===== src/rtl/c_byte_fifo.sv =====
// Byte FIFO between rcu_inner and the core: first-word fall-through, seals on
// the terminator byte and flags completion once the core has popped it.
module c_byte_fifo #(
    parameter int unsigned DEPTH     = 8,
    parameter logic [7:0]  TERM_BYTE = 8'hFF
) (
    input  logic                   clk,
    input  logic                   rst,
    input  logic                   clear,
    input  logic                   wr_en,
    input  logic [7:0]             wr_data,
    input  logic                   rd_en,
    output logic [7:0]             rd_data,
    output logic                   rd_term,
    output logic                   empty,
    output logic                   full,
    output logic [$clog2(DEPTH):0] count,
    output logic                   sealed,
    output logic                   done,
    output logic                   overflow,
    output logic                   underflow
);

    localparam int unsigned PW = $clog2(DEPTH);
    localparam int unsigned CW = PW + 1;

    typedef enum logic [1:0] {
        S_OPEN   = 2'd0,
        S_SEALED = 2'd1,
        S_DONE   = 2'd2
    } state_e;

    state_e          state_q, state_d;
    logic [PW-1:0]   wr_ptr_q, wr_ptr_d;
    logic [PW-1:0]   rd_ptr_q, rd_ptr_d;
    logic [CW-1:0]   count_q, count_d;
    logic            ovf_q, ovf_d;
    logic            unf_q, unf_d;

    // Entry layout: {term_tag, byte}
    logic [8:0]      mem_q [DEPTH];

    logic            empty_w;
    logic            full_w;
    logic            sealed_w;
    logic            rd_ok;
    logic            wr_ok;
    logic            wr_is_term;
    logic            mem_we;
    logic [8:0]      head;

    always_comb begin
        empty_w    = (count_q == '0);
        full_w     = (count_q == CW'(DEPTH));
        sealed_w   = (state_q != S_OPEN);
        rd_ok      = rd_en & ~empty_w;
        wr_ok      = wr_en & ~sealed_w & (~full_w | rd_ok);
        wr_is_term = (wr_data == TERM_BYTE);
        mem_we     = wr_ok & ~clear;
        head       = mem_q[rd_ptr_q];
    end

    // Next-state: pointers, occupancy, sticky flags and the seal/done FSM
    always_comb begin
        state_d  = state_q;
        wr_ptr_d = wr_ptr_q;
        rd_ptr_d = rd_ptr_q;
        count_d  = count_q;
        ovf_d    = ovf_q;
        unf_d    = unf_q;

        if (clear) begin
            state_d  = S_OPEN;
            wr_ptr_d = '0;
            rd_ptr_d = '0;
            count_d  = '0;
            ovf_d    = 1'b0;
            unf_d    = 1'b0;
        end else begin
            if (wr_ok) begin
                wr_ptr_d = wr_ptr_q + PW'(1);
            end
            if (rd_ok) begin
                rd_ptr_d = rd_ptr_q + PW'(1);
            end

            case ({wr_ok, rd_ok})
                2'b10:   count_d = count_q + CW'(1);
                2'b01:   count_d = count_q - CW'(1);
                default: count_d = count_q;
            endcase

            // Writes after sealing are expected (rcu_inner repeats FF) and are not overflows
            if (wr_en & ~sealed_w & full_w & ~rd_ok) begin
                ovf_d = 1'b1;
            end
            if (rd_en & empty_w) begin
                unf_d = 1'b1;
            end

            case (state_q)
                S_OPEN: begin
                    if (wr_ok && wr_is_term) begin
                        state_d = S_SEALED;
                    end
                end
                S_SEALED: begin
                    if (rd_ok && head[8]) begin
                        state_d = S_DONE;
                    end
                end
                S_DONE: begin
                    state_d = S_DONE;
                end
                default: begin
                    state_d = S_OPEN;
                end
            endcase
        end
    end

    always_ff @(posedge clk or posedge rst) begin
        if (rst) begin
            state_q  <= S_OPEN;
            wr_ptr_q <= '0;
            rd_ptr_q <= '0;
            count_q  <= '0;
            ovf_q    <= 1'b0;
            unf_q    <= 1'b0;
        end else begin
            state_q  <= state_d;
            wr_ptr_q <= wr_ptr_d;
            rd_ptr_q <= rd_ptr_d;
            count_q  <= count_d;
            ovf_q    <= ovf_d;
            unf_q    <= unf_d;
        end
    end

    // Storage has no reset; the occupancy count masks stale entries
    always_ff @(posedge clk) begin
        if (mem_we) begin
            mem_q[wr_ptr_q] <= {wr_is_term, wr_data};
        end
    end

    always_comb begin
        rd_data   = empty_w ? 8'h00 : head[7:0];
        rd_term   = empty_w ? 1'b0 : head[8];
        empty     = empty_w;
        full      = full_w;
        count     = count_q;
        sealed    = sealed_w;
        done      = (state_q == S_DONE);
        overflow  = ovf_q;
        underflow = unf_q;
    end

endmodule


===== config.mk =====
export PLATFORM = sky130hd
export DESIGN_NAME = c_byte_fifo
export DESIGN_NICKNAME = d
export VERILOG_FILES = /design/src/rtl/c_byte_fifo.sv
export SDC_FILE = /design/constraint.sdc
export NUM_CORES = 1
export LEC_CHECK = 0
export ABC_CLOCK_PERIOD_IN_PS = 7700
export CAP_MARGIN = 20
export CORE_ASPECT_RATIO = 0.9
export CORE_MARGIN = 2
export CORE_UTILIZATION = 55
export DETAILED_ROUTE_END_ITERATION = 8
export DONT_BUFFER_PORTS = 1
export GPL_TIMING_DRIVEN = 0
export PLACE_DENSITY = 0.74
export SYNTH_ARGS = -nofsm -noshare
export SYNTH_HDL_FRONTEND = slang
export SYNTH_SLANG_ARGS = --single-unit

===== constraint.sdc =====
create_clock -name clk -period 7.7 [get_ports clk]
set_input_delay 0.385 -clock clk [delete_from_list [all_inputs] [get_ports clk]]
set_output_delay 0.385 -clock clk [all_outputs]
set_load 0.005 [all_outputs]

==> metrics, run 1 <==
CTS Root Cell clkbuf_8; H-tree Lvls 3; switching part of the total power 30.17%; synthesized area per cell 16.27 µm²; post-layout power 0.001136 W; Top Ports 32; Reg clk slew, reported paths 0.09 ns; switching power 0.0003427 W; fin crit period 2.847 ns; Final setup viols 0; f_max 351.3 MHz; Synth Flop Type edfxtp_1; PD cells 278.2 nW/µm²; Seq/Total Area, Yosys 67.75%; worst-margin pin slew 0.9936 ns; Rel. slew slack 33.51%; Total GRT Usage 19.57%; fin. max-slew vios 0; Synth top area share 58.30%; Remaining DRCs 0; final worst path period share 36.97%; # rows 28; vias in the first global route 1892; first-pass GRT wire length 10.45 mm; Final TNS setup 0 ns; final core occ 62.32%; Mapped Area 3709 µm²; fill count 460; grt ovf 0; Fin Clk Skew 0.009688 ns; Synth Net Count 248; status complete, no violations; Post-CTS Repair Setup Buffers 0; number of max-cap violations 0; Layout area overhead 10.09%; Max Root-Sink Buffers 2; core box area 6551 µm²; power share of the clock group 28.1%; Worst EP required 7.77 ns; post-CTS resize count 0; peak fanout along the critical path 6; diode count 0; Synth area leaders edfxtp_1 58%, mux4_2 9.7%, dfrtp_1 9.4%; crit path kind reg2reg; ys async rst share 16.28%; Layout Nets 263; part of the power in registers 48.6%; hold slack 0.1214 ns; Leak 1.382 nW; cts hold-fix bufs 1; combinational power share 23.3%; most common cell in the netlist edfxtp_1; flop2flop setup slack 4.85 ns; hpwl dp 4.476 mm; Yosys warnings 0; count of different cell masters after synthesis 37; DR vias 1966; Die Footprint 7416 µm²; CTS tree built; Startpoint Class register; die extent in x 90.56 µm; CTS buffer count 9; wire length per cell 20.01 µm; Syn Inst Count 228; final WL 6.765 mm; antenna violations before repair 0; largest net degree at the start of global routing 17; Hold Path Class in2reg; top cells by instance count after synthesis 72 x edfxtp_1, 30 x nor2_1, 16 x mux4_2, 15 x mux2i_1, 14 x dfrtp_1; Synth area leader edfxtp_1; Iter 0 DRT Violations 159; share of layout cells above drive strength 1 20.97%; antenna-violating nets left 0; count of final hold-check violations 0; crit end category register; arrival time at the worst endpoint 2.92 ns; GPL Wtd Cong 0.7587; clk sink count 86; peak supply drop 162.9 µV; Int Power 0.0007931 W; 1st-pass router iterations 4; EDFF count, synth 72; Seq cells post-synth 86; drt via density 5.817; Worst-Skew Late Latency 0.35 ns; Initial Utilization 56.61%; die height 81.90 µm; RSZ-0062 raised after global routing no; count of input and output buffers 0
-- final timing paths --
check / startpoint / to / depth (start not counted)
max: state_q[0]$_DFFE_PP0P_ / mem_q[4][1]$_DFFE_PP_ / 7
min reg2reg: overflow$_DFFE_PP0P_ / overflow$_DFFE_PP0P_ / 2
max reg2reg: state_q[0]$_DFFE_PP0P_ / mem_q[4][1]$_DFFE_PP_ / 7
max in group asynchronous: rst / wr_ptr_q[2]$_DFFE_PP0P_ / 2
min in group asynchronous: rst / state_q[0]$_DFFE_PP0P_ / 2
min: wr_data[5] / mem_q[7][5]$_DFFE_PP_ / 0
-- state kept, by name, summed over array words and instances, names as in the netlist --
name       cells
count          4
mem_q         72
overflow       1
rd_ptr_q       3
state_q        2
underflow      1
wr_ptr_q       3
-- area by class of cell --
type                       count  area [µm²]  area share, %
inverter                       5       18.77         0.4597
buffer                         9       56.30          1.379
sequential                    86        2512          61.54
tap                           90       112.6          2.758
multi-input combinational    128        1144          28.01
clock buffer                   9       123.9          3.034
timing repair buffer           4       32.53         0.7968
clock inverter                 7       82.58          2.023
-- cell families after synthesis --
logic type | Yosys count | share of synthesized area (%)
flops | 86 | 67.75
simple gates | 64 | 8.131
mux | 31 | 13.77
compound gates | 19 | 4.319
buf+inv | 14 | 2.024
xor+xnor | 7 | 1.653
fa+ha+maj | 7 | 2.362
-- power by group through the flow --
stage | Sequential (W) | Clock, W | Combinational [W]
global placement | 0.000561 | 0 | 0.000260
CTS | 0.000552 | 0.000327 | 0.000269
global route | 0.000555 | 0.000345 | 0.000296
detailed placement | 0.000562 | 0 | 0.000267
floorplan | 0.000556 | 0 | 0.000211
finish | 0.000552 | 0.000319 | 0.000265
-- per-stage QoR --
stage	setup WS [ns]	cells	cell area [µm²]
floorplan	5.055	228	3709
global placement	3.983	318	3821
detailed placement	4.862	321	3866
CTS	4.837	338	4083
global route	4.653	338	4083
finish	4.853	338	4083
-- routing by layer --
layer	global-route usage (%)	up-vias	share of wire (%)
li1	-	909	-
met1	25.99	990	43
met2	31.04	60	49
met3	6.239	7	7.1
met4	6.923	0	1.0
met5	0	-	0
-- critical path, stage by stage, from the launching register on --
cell	delay (ns)
dfrtp_1	0.41
inv_1	0.09
ha_1	0.30
nand2_1	0.21
a31oi_1	0.42
nand2_1	0.20
nor4_2	0.65
buf_4	0.28
-- cells in the final DEF (no fill, tap or decap), types with 2 or more instances in the layout --
| master | netlist | final |
|---|---|---|
| dfrtp_1 | 14 | 14 |
| clkinvlp_4 | 0 | 2 |
| a31oi_1 | 3 | 3 |
| buf_4 | 1 | 4 |
| edfxtp_1 | 72 | 72 |
| nand2b_1 | 2 | 2 |
| mux4_2 | 16 | 16 |
| a21oi_1 | 5 | 5 |
| nand4_1 | 2 | 2 |
| inv_1 | 5 | 5 |
| buf_2 | 3 | 3 |
| mux2i_1 | 15 | 15 |
| o21ai_0 | 2 | 2 |
| clkbuf_1 | 3 | 3 |
| nor3_2 | 1 | 3 |
| nand3_1 | 6 | 6 |
| xnor2_1 | 2 | 2 |
| nor2_1 | 30 | 30 |
| clkinv_4 | 0 | 2 |
| xor2_1 | 5 | 5 |
| nand2_1 | 10 | 10 |
| clkbuf_8 | 0 | 9 |
| buf_6 | 2 | 2 |
| nand3b_1 | 2 | 2 |
| nor3_1 | 5 | 3 |
| nor4_2 | 1 | 2 |
| ha_1 | 7 | 7 |
Power figures use the tool's default switching activity.
==> run 2: changes to the inputs <==
--- a/config.mk
+++ b/config.mk
@@ -5,7 +5,7 @@
 export SDC_FILE = /design/constraint.sdc
 export NUM_CORES = 1
 export LEC_CHECK = 0
-export ABC_CLOCK_PERIOD_IN_PS = 7700
+export ABC_CLOCK_PERIOD_IN_PS = 2700
 export CAP_MARGIN = 20
 export CORE_ASPECT_RATIO = 0.9
 export CORE_MARGIN = 2
==> constraint.sdc (replaced) <==
create_clock -name clk -period 2.7 [get_ports clk]
set_input_delay 0.135 -clock clk [delete_from_list [all_inputs] [get_ports clk]]
set_output_delay 0.135 -clock clk [all_outputs]
set_load 0.005 [all_outputs]
==> run 2 against run 1 <==
Against the previous run: hold slack worse by 0.10 ns; routed wire length is 3.0% higher; sequential share of layout area shrank 1.9 points; critical path type unchanged; die area unchanged.
==> metrics, run 2 (same netlist as run 1, synthesis figures left out) <==
Worst EP required 2.69 ns; Layout Nets 274; 1st-pass router iterations 4; Fin Clk Skew 0.01053 ns; GPL Wtd Cong 0.7587; most frequent cells in the layout 72 x edfxtp_1, 27 x nor2_1, 16 x mux4_2, 15 x mux2i_1, 14 x dfrtp_1; Layout area overhead 13.53%; drt via density 5.811; Reg clk slew, reported paths 0.09 ns; worst hold start rd_en; Placed Area 3866 µm²; CTS tree built; wire length per cell 19.97 µm; antenna-violating nets left 0; Startpoint Class register; core box area 6551 µm²; DR vias 2028; largest net degree at the start of global routing 17; share of layout cells above drive strength 1 22.39%; antenna violations before repair 0; Remaining DRCs 0; number of max-cap violations 0; status complete, no violations; Total GRT Usage 20.17%; final WL 6.968 mm; crit end category register; crit path kind reg2reg; arrival time at the worst endpoint 2.52 ns; H-tree Lvls 3; Final TNS setup 0 ns; CTS Root Cell clkbuf_8; finished layout cell area 4210 µm²; Worst-Skew Late Latency 0.35 ns; PD cells 777.1 nW/µm²; most common cell after layout, fill and taps aside edfxtp_1; max reg flops 72; Top Ports 32; hold slack 0.02049 ns; Place WS -0.1379 ns; Final setup viols 0; diode count 0; Hold Path Class in2reg; Iter 0 DRT Violations 170; RSZ-0062 raised after global routing no; hpwl dp 4.476 mm; peak supply drop 468.6 µV; final setup margin 0.1631 ns; CTS buffer count 9; first-pass GRT wire length 10.76 mm; final worst path period share 93.96%; fin. max-slew vios 0; grt ovf 0; die extent in x 90.56 µm; count of final hold-check violations 0; Reg with most FFs mem_q; Rel. slew slack 40.86%; peak fanout along the critical path 9; Die Footprint 7416 µm²; Max Root-Sink Buffers 2; worst-margin pin slew 0.8822 ns; Reg2Reg Launch Point state_q[0]$_DFFE_PP0P_; Initial Utilization 56.61%; # rows 28; fin crit period 2.537 ns; Leak 1.431 nW; count of input and output buffers 0; worst setup path startpoint state_q[0]$_DFFE_PP0P_; f_max 394.2 MHz; die height 81.90 µm; vias in the first global route 1948; clk sink count 86; final core occ 64.27%
## run 2: worst paths after layout
| check | to | cells after the start | slack, ns |
|---|---|---|---|
| max reg2reg | mem_q[7][3]$_DFFE_PP_ | 6 | 0.16 |
| min reg2reg | overflow$_DFFE_PP0P_ | 2 | 0.53 |
| max in group asynchronous | wr_ptr_q[2]$_DFFE_PP0P_ | 2 | 2.06 |
| min | rd_ptr_q[0]$_DFFE_PP0P_ | 3 | 0.02 |
| max | mem_q[7][3]$_DFFE_PP_ | 6 | 0.16 |
| min in group asynchronous | wr_ptr_q[0]$_DFFE_PP0P_ | 2 | 0.26 |
## run 2: final cells by class
type	instances	area, µm²
multi-input combinational	128	1166
buffer	9	56.30
clock buffer	9	123.9
fill	457	2341
timing repair buffer	15	137.6
clock inverter	7	82.58
tap	90	112.6
inverter	5	18.77
sequential	86	2512
## run 2: layer usage
metal | up-vias | part of all wire [%] | GRT usage (%)
met2 | 60 | 49 | 32.61
met5 | - | 0 | 0
met4 | 0 | 0.49 | 6.462
met3 | 4 | 6.1 | 5.963
li1 | 935 | - | -
met1 | 1029 | 44 | 26.88
## run 2: power by group
| part | switching (W) | total [W] | internal (W) | leakage [nW] |
|---|---|---|---|---|
| clock | 0.000474 | 0.000913 | 0.000440 | 0.0980 |
| combinational | 0.000451 | 0.000783 | 0.000332 | 0.486 |
| sequential | 0.0000759 | 0.00158 | 0.00150 | 0.846 |
| total | 0.00100 | 0.00327 | 0.00227 | 1.43 |
## run 2: through the flow
stage          total power (W)  cells
6_report              0.003272    349
3_5_place_dp          0.002365    321
2_1_floorplan         0.002186    228
4_1_cts               0.003294    347
3_3_place_gp          0.002341    318
5_1_grt               0.003442    349
## run 2: worst max-delay path: stages (launching register included)
cell     delay [ns]
dfrtp_1        0.41
inv_1          0.09
ha_1           0.30
nand2_1        0.23
a31oi_2        0.33
nand2_1        0.24
nor2_2         0.56
## run 2: repair_timing
item                                   4_1_cts  5_1_grt
pin swaps                                    0        1
setup endpoints to repair                   31       36
hold buffers                                10        0
gates resized for setup                      0        5
buffers inserted                             0        2
endpoints found under the hold margin       79        0
==> run 3: changes to the inputs <==
--- a/config.mk
+++ b/config.mk
@@ -7,7 +7,7 @@
 export LEC_CHECK = 0
 export ABC_CLOCK_PERIOD_IN_PS = 2700
 export CAP_MARGIN = 20
-export CORE_ASPECT_RATIO = 0.9
+export CORE_ASPECT_RATIO = 1.25
 export CORE_MARGIN = 2
 export CORE_UTILIZATION = 55
 export DETAILED_ROUTE_END_ITERATION = 8
==> run 3 against run 2 <==
Against the previous run: routed wire length up 5.0%; core utilization about the same; worst setup slack worse by 0.065 ns; combinational power down 0.9%; cell area up 0.15%; clock power up 8.4%; sequential share of layout area down 0.088 points; total power up 2.2%; flip-flop and latch count unchanged; sequential power about the same; critical path type unchanged; largest cell class unchanged; largest power group unchanged; highest routed layer unchanged.
==> metrics, run 3 (same netlist as run 1, synthesis figures left out) <==
antenna-violating nets left 0; Reg area 2512 µm²; grt ovf 0; 1st-pass router iterations 4; die height 95.81 µm; Worst EP required 2.69 ns; Final setup viols 0; peak fanout along the critical path 9; Hold Path Class in2reg; wire length per cell 21.21 µm; Remaining DRCs 0; peak supply drop 481.3 µV; Initial Utilization 56.49%; final WL 7.317 mm; antenna violations before repair 0; multi-input logic area 1165 µm²; Reg with most FFs mem_q; Crit Reg-Reg Endpoint mem_q[6][0]$_DFFE_PP_; Top Ports 32; share of layout cells above drive strength 1 21.71%; CTS tree built; worst hold endpoint rd_ptr_q[0]$_DFFE_PP0P_; CP most frequent cell nand2_1; cell count of the worst hold path 3; fill count 468; crit-path max cell delay 0.60 ns; Layout area overhead 13.70%; Die Footprint 7420 µm²; f_max 384.3 MHz; Max Root-Sink Buffers 2; GPL Wtd Cong 0.7670; Fin Clk Skew 0.008376 ns; Rel. slew slack 39.48%; arrival time at the worst endpoint 2.59 ns; drt via density 5.809; worst-margin pin slew 0.9029 ns; Total GRT Usage 21.63%; most frequent cells in the layout 72 x edfxtp_1, 27 x nor2_1, 16 x mux4_2, 15 x mux2i_1, 14 x dfrtp_1; final core occ 64.23%; fin crit period 2.602 ns; Iter 0 DRT Violations 164; count of final hold-check violations 0; DR vias 2004; fin. max-slew vios 0; die extent in x 77.45 µm; slowest CP cell nor2_2; worst hold start rd_en; CTS Root Cell clkbuf_8; final worst path period share 96.37%; max reg flops 72; status complete, no violations; vias in the first global route 2061; Reg clk slew, reported paths 0.09 ns; hpwl dp 4.649 mm; PD cells 792.9 nW/µm²; Reg2Reg Launch Point state_q[0]$_DFFE_PP0P_; crit end category register; largest net degree at the start of global routing 16; worst path cell trace inv_1 -> ha_1 -> nand2_1 -> a31oi_1 -> nand2_1 -> nor2_2; flop2flop setup slack 0.1 ns; finished layout cell area 4217 µm²; Worst-Skew Late Latency 0.35 ns; post-layout power 0.003343 W; count of input and output buffers 0; Placed Area 3864 µm²; Startpoint Class register; first-pass GRT wire length 11.37 mm; final setup margin 0.09801 ns; number of max-cap violations 0; R2R depth 6; Place WS -0.1540 ns; clk sink count 86; crit path kind reg2reg; Leak 1.438 nW; most common cell after layout, fill and taps aside edfxtp_1; diode count 0; core box area 6565 µm²; Layout Nets 273; CTS buffer count 9; # rows 33; RSZ-0062 raised after global routing yes; H-tree Lvls 3; Final TNS setup 0 ns
[run 3: cell count changes in the layout (fill, tap and decap cells not counted)]
cell / delta
buf_4: -2
a31oi_1: +1
bufinv_16: +1
a31oi_2: -1
buf_6: +1
clkinvlp_4: -1
inv_8: -1
nor3_2: +1
nor3_1: -1
clkinv_1: +1
[run 3: worst max-delay path: cells and delay by family, from the launching register on]
kind            cells  cell delay, ns
compound gates      1            0.38
fa+ha+maj           1            0.29
buf+inv             1            0.09
flops               1            0.41
simple gates        3            1.06
[run 3: power breakdown]
part | internal, W | switching [W]
sequential | 0.00150 | 0.0000776
clock | 0.000524 | 0.000466
combinational | 0.000331 | 0.000445
[run 3: worst max-delay path by stage]
stage	startpoint	end
after floorplan	state_q[0]$_DFFE_PP0P_	mem_q[4][0]$_DFFE_PP_
after global placement	state_q[0]$_DFFE_PP0P_	mem_q[4][3]$_DFFE_PP_
after detailed placement	state_q[0]$_DFFE_PP0P_	mem_q[6][4]$_DFFE_PP_
after CTS	state_q[0]$_DFFE_PP0P_	mem_q[4][7]$_DFFE_PP_
after global routing	state_q[0]$_DFFE_PP0P_	mem_q[6][0]$_DFFE_PP_
final	state_q[0]$_DFFE_PP0P_	mem_q[6][0]$_DFFE_PP_
[run 3: layout make-up]
type                    count  share of cell area, %
repair buffers             14                  3.175
clock inverters             7                  2.315
plain buffers               9                  1.335
multi-input cells         128                  27.63
well taps                  87                  2.582
clock buffers               9                  2.938
inverters                   5                 0.4451
flip-flops and latches     86                  59.58
[run 3: what timing repair did]
item                                    CTS  global route
pin swaps                                 0             0
resized for setup                         2             2
endpoints found under the setup margin   32            36
setup buffers                             0             2
hold buffers                             10             0
hold endpoints to repair                 79             0
[run 3: through the flow]
| step | hold slack [ns] | cells |
|---|---|---|
| after floorplan | 0.02422 | 228 |
| after global placement | 0.1016 | 315 |
| after detailed placement | 0.1043 | 317 |
| after CTS | 0.03266 | 343 |
| after global routing | 0.05342 | 345 |
| final | 0.04432 | 345 |
[run 3: metal layers]
layer / global-route usage [%] / up-vias / part of all wire [%]
li1: - / 932 / -
met1: 27.11 / 1012 / 43
met2: 36.81 / 45 / 51
met3: 4.878 / 15 / 3.8
met4: 9.077 / 0 / 2.0
met5: 0 / - / 0
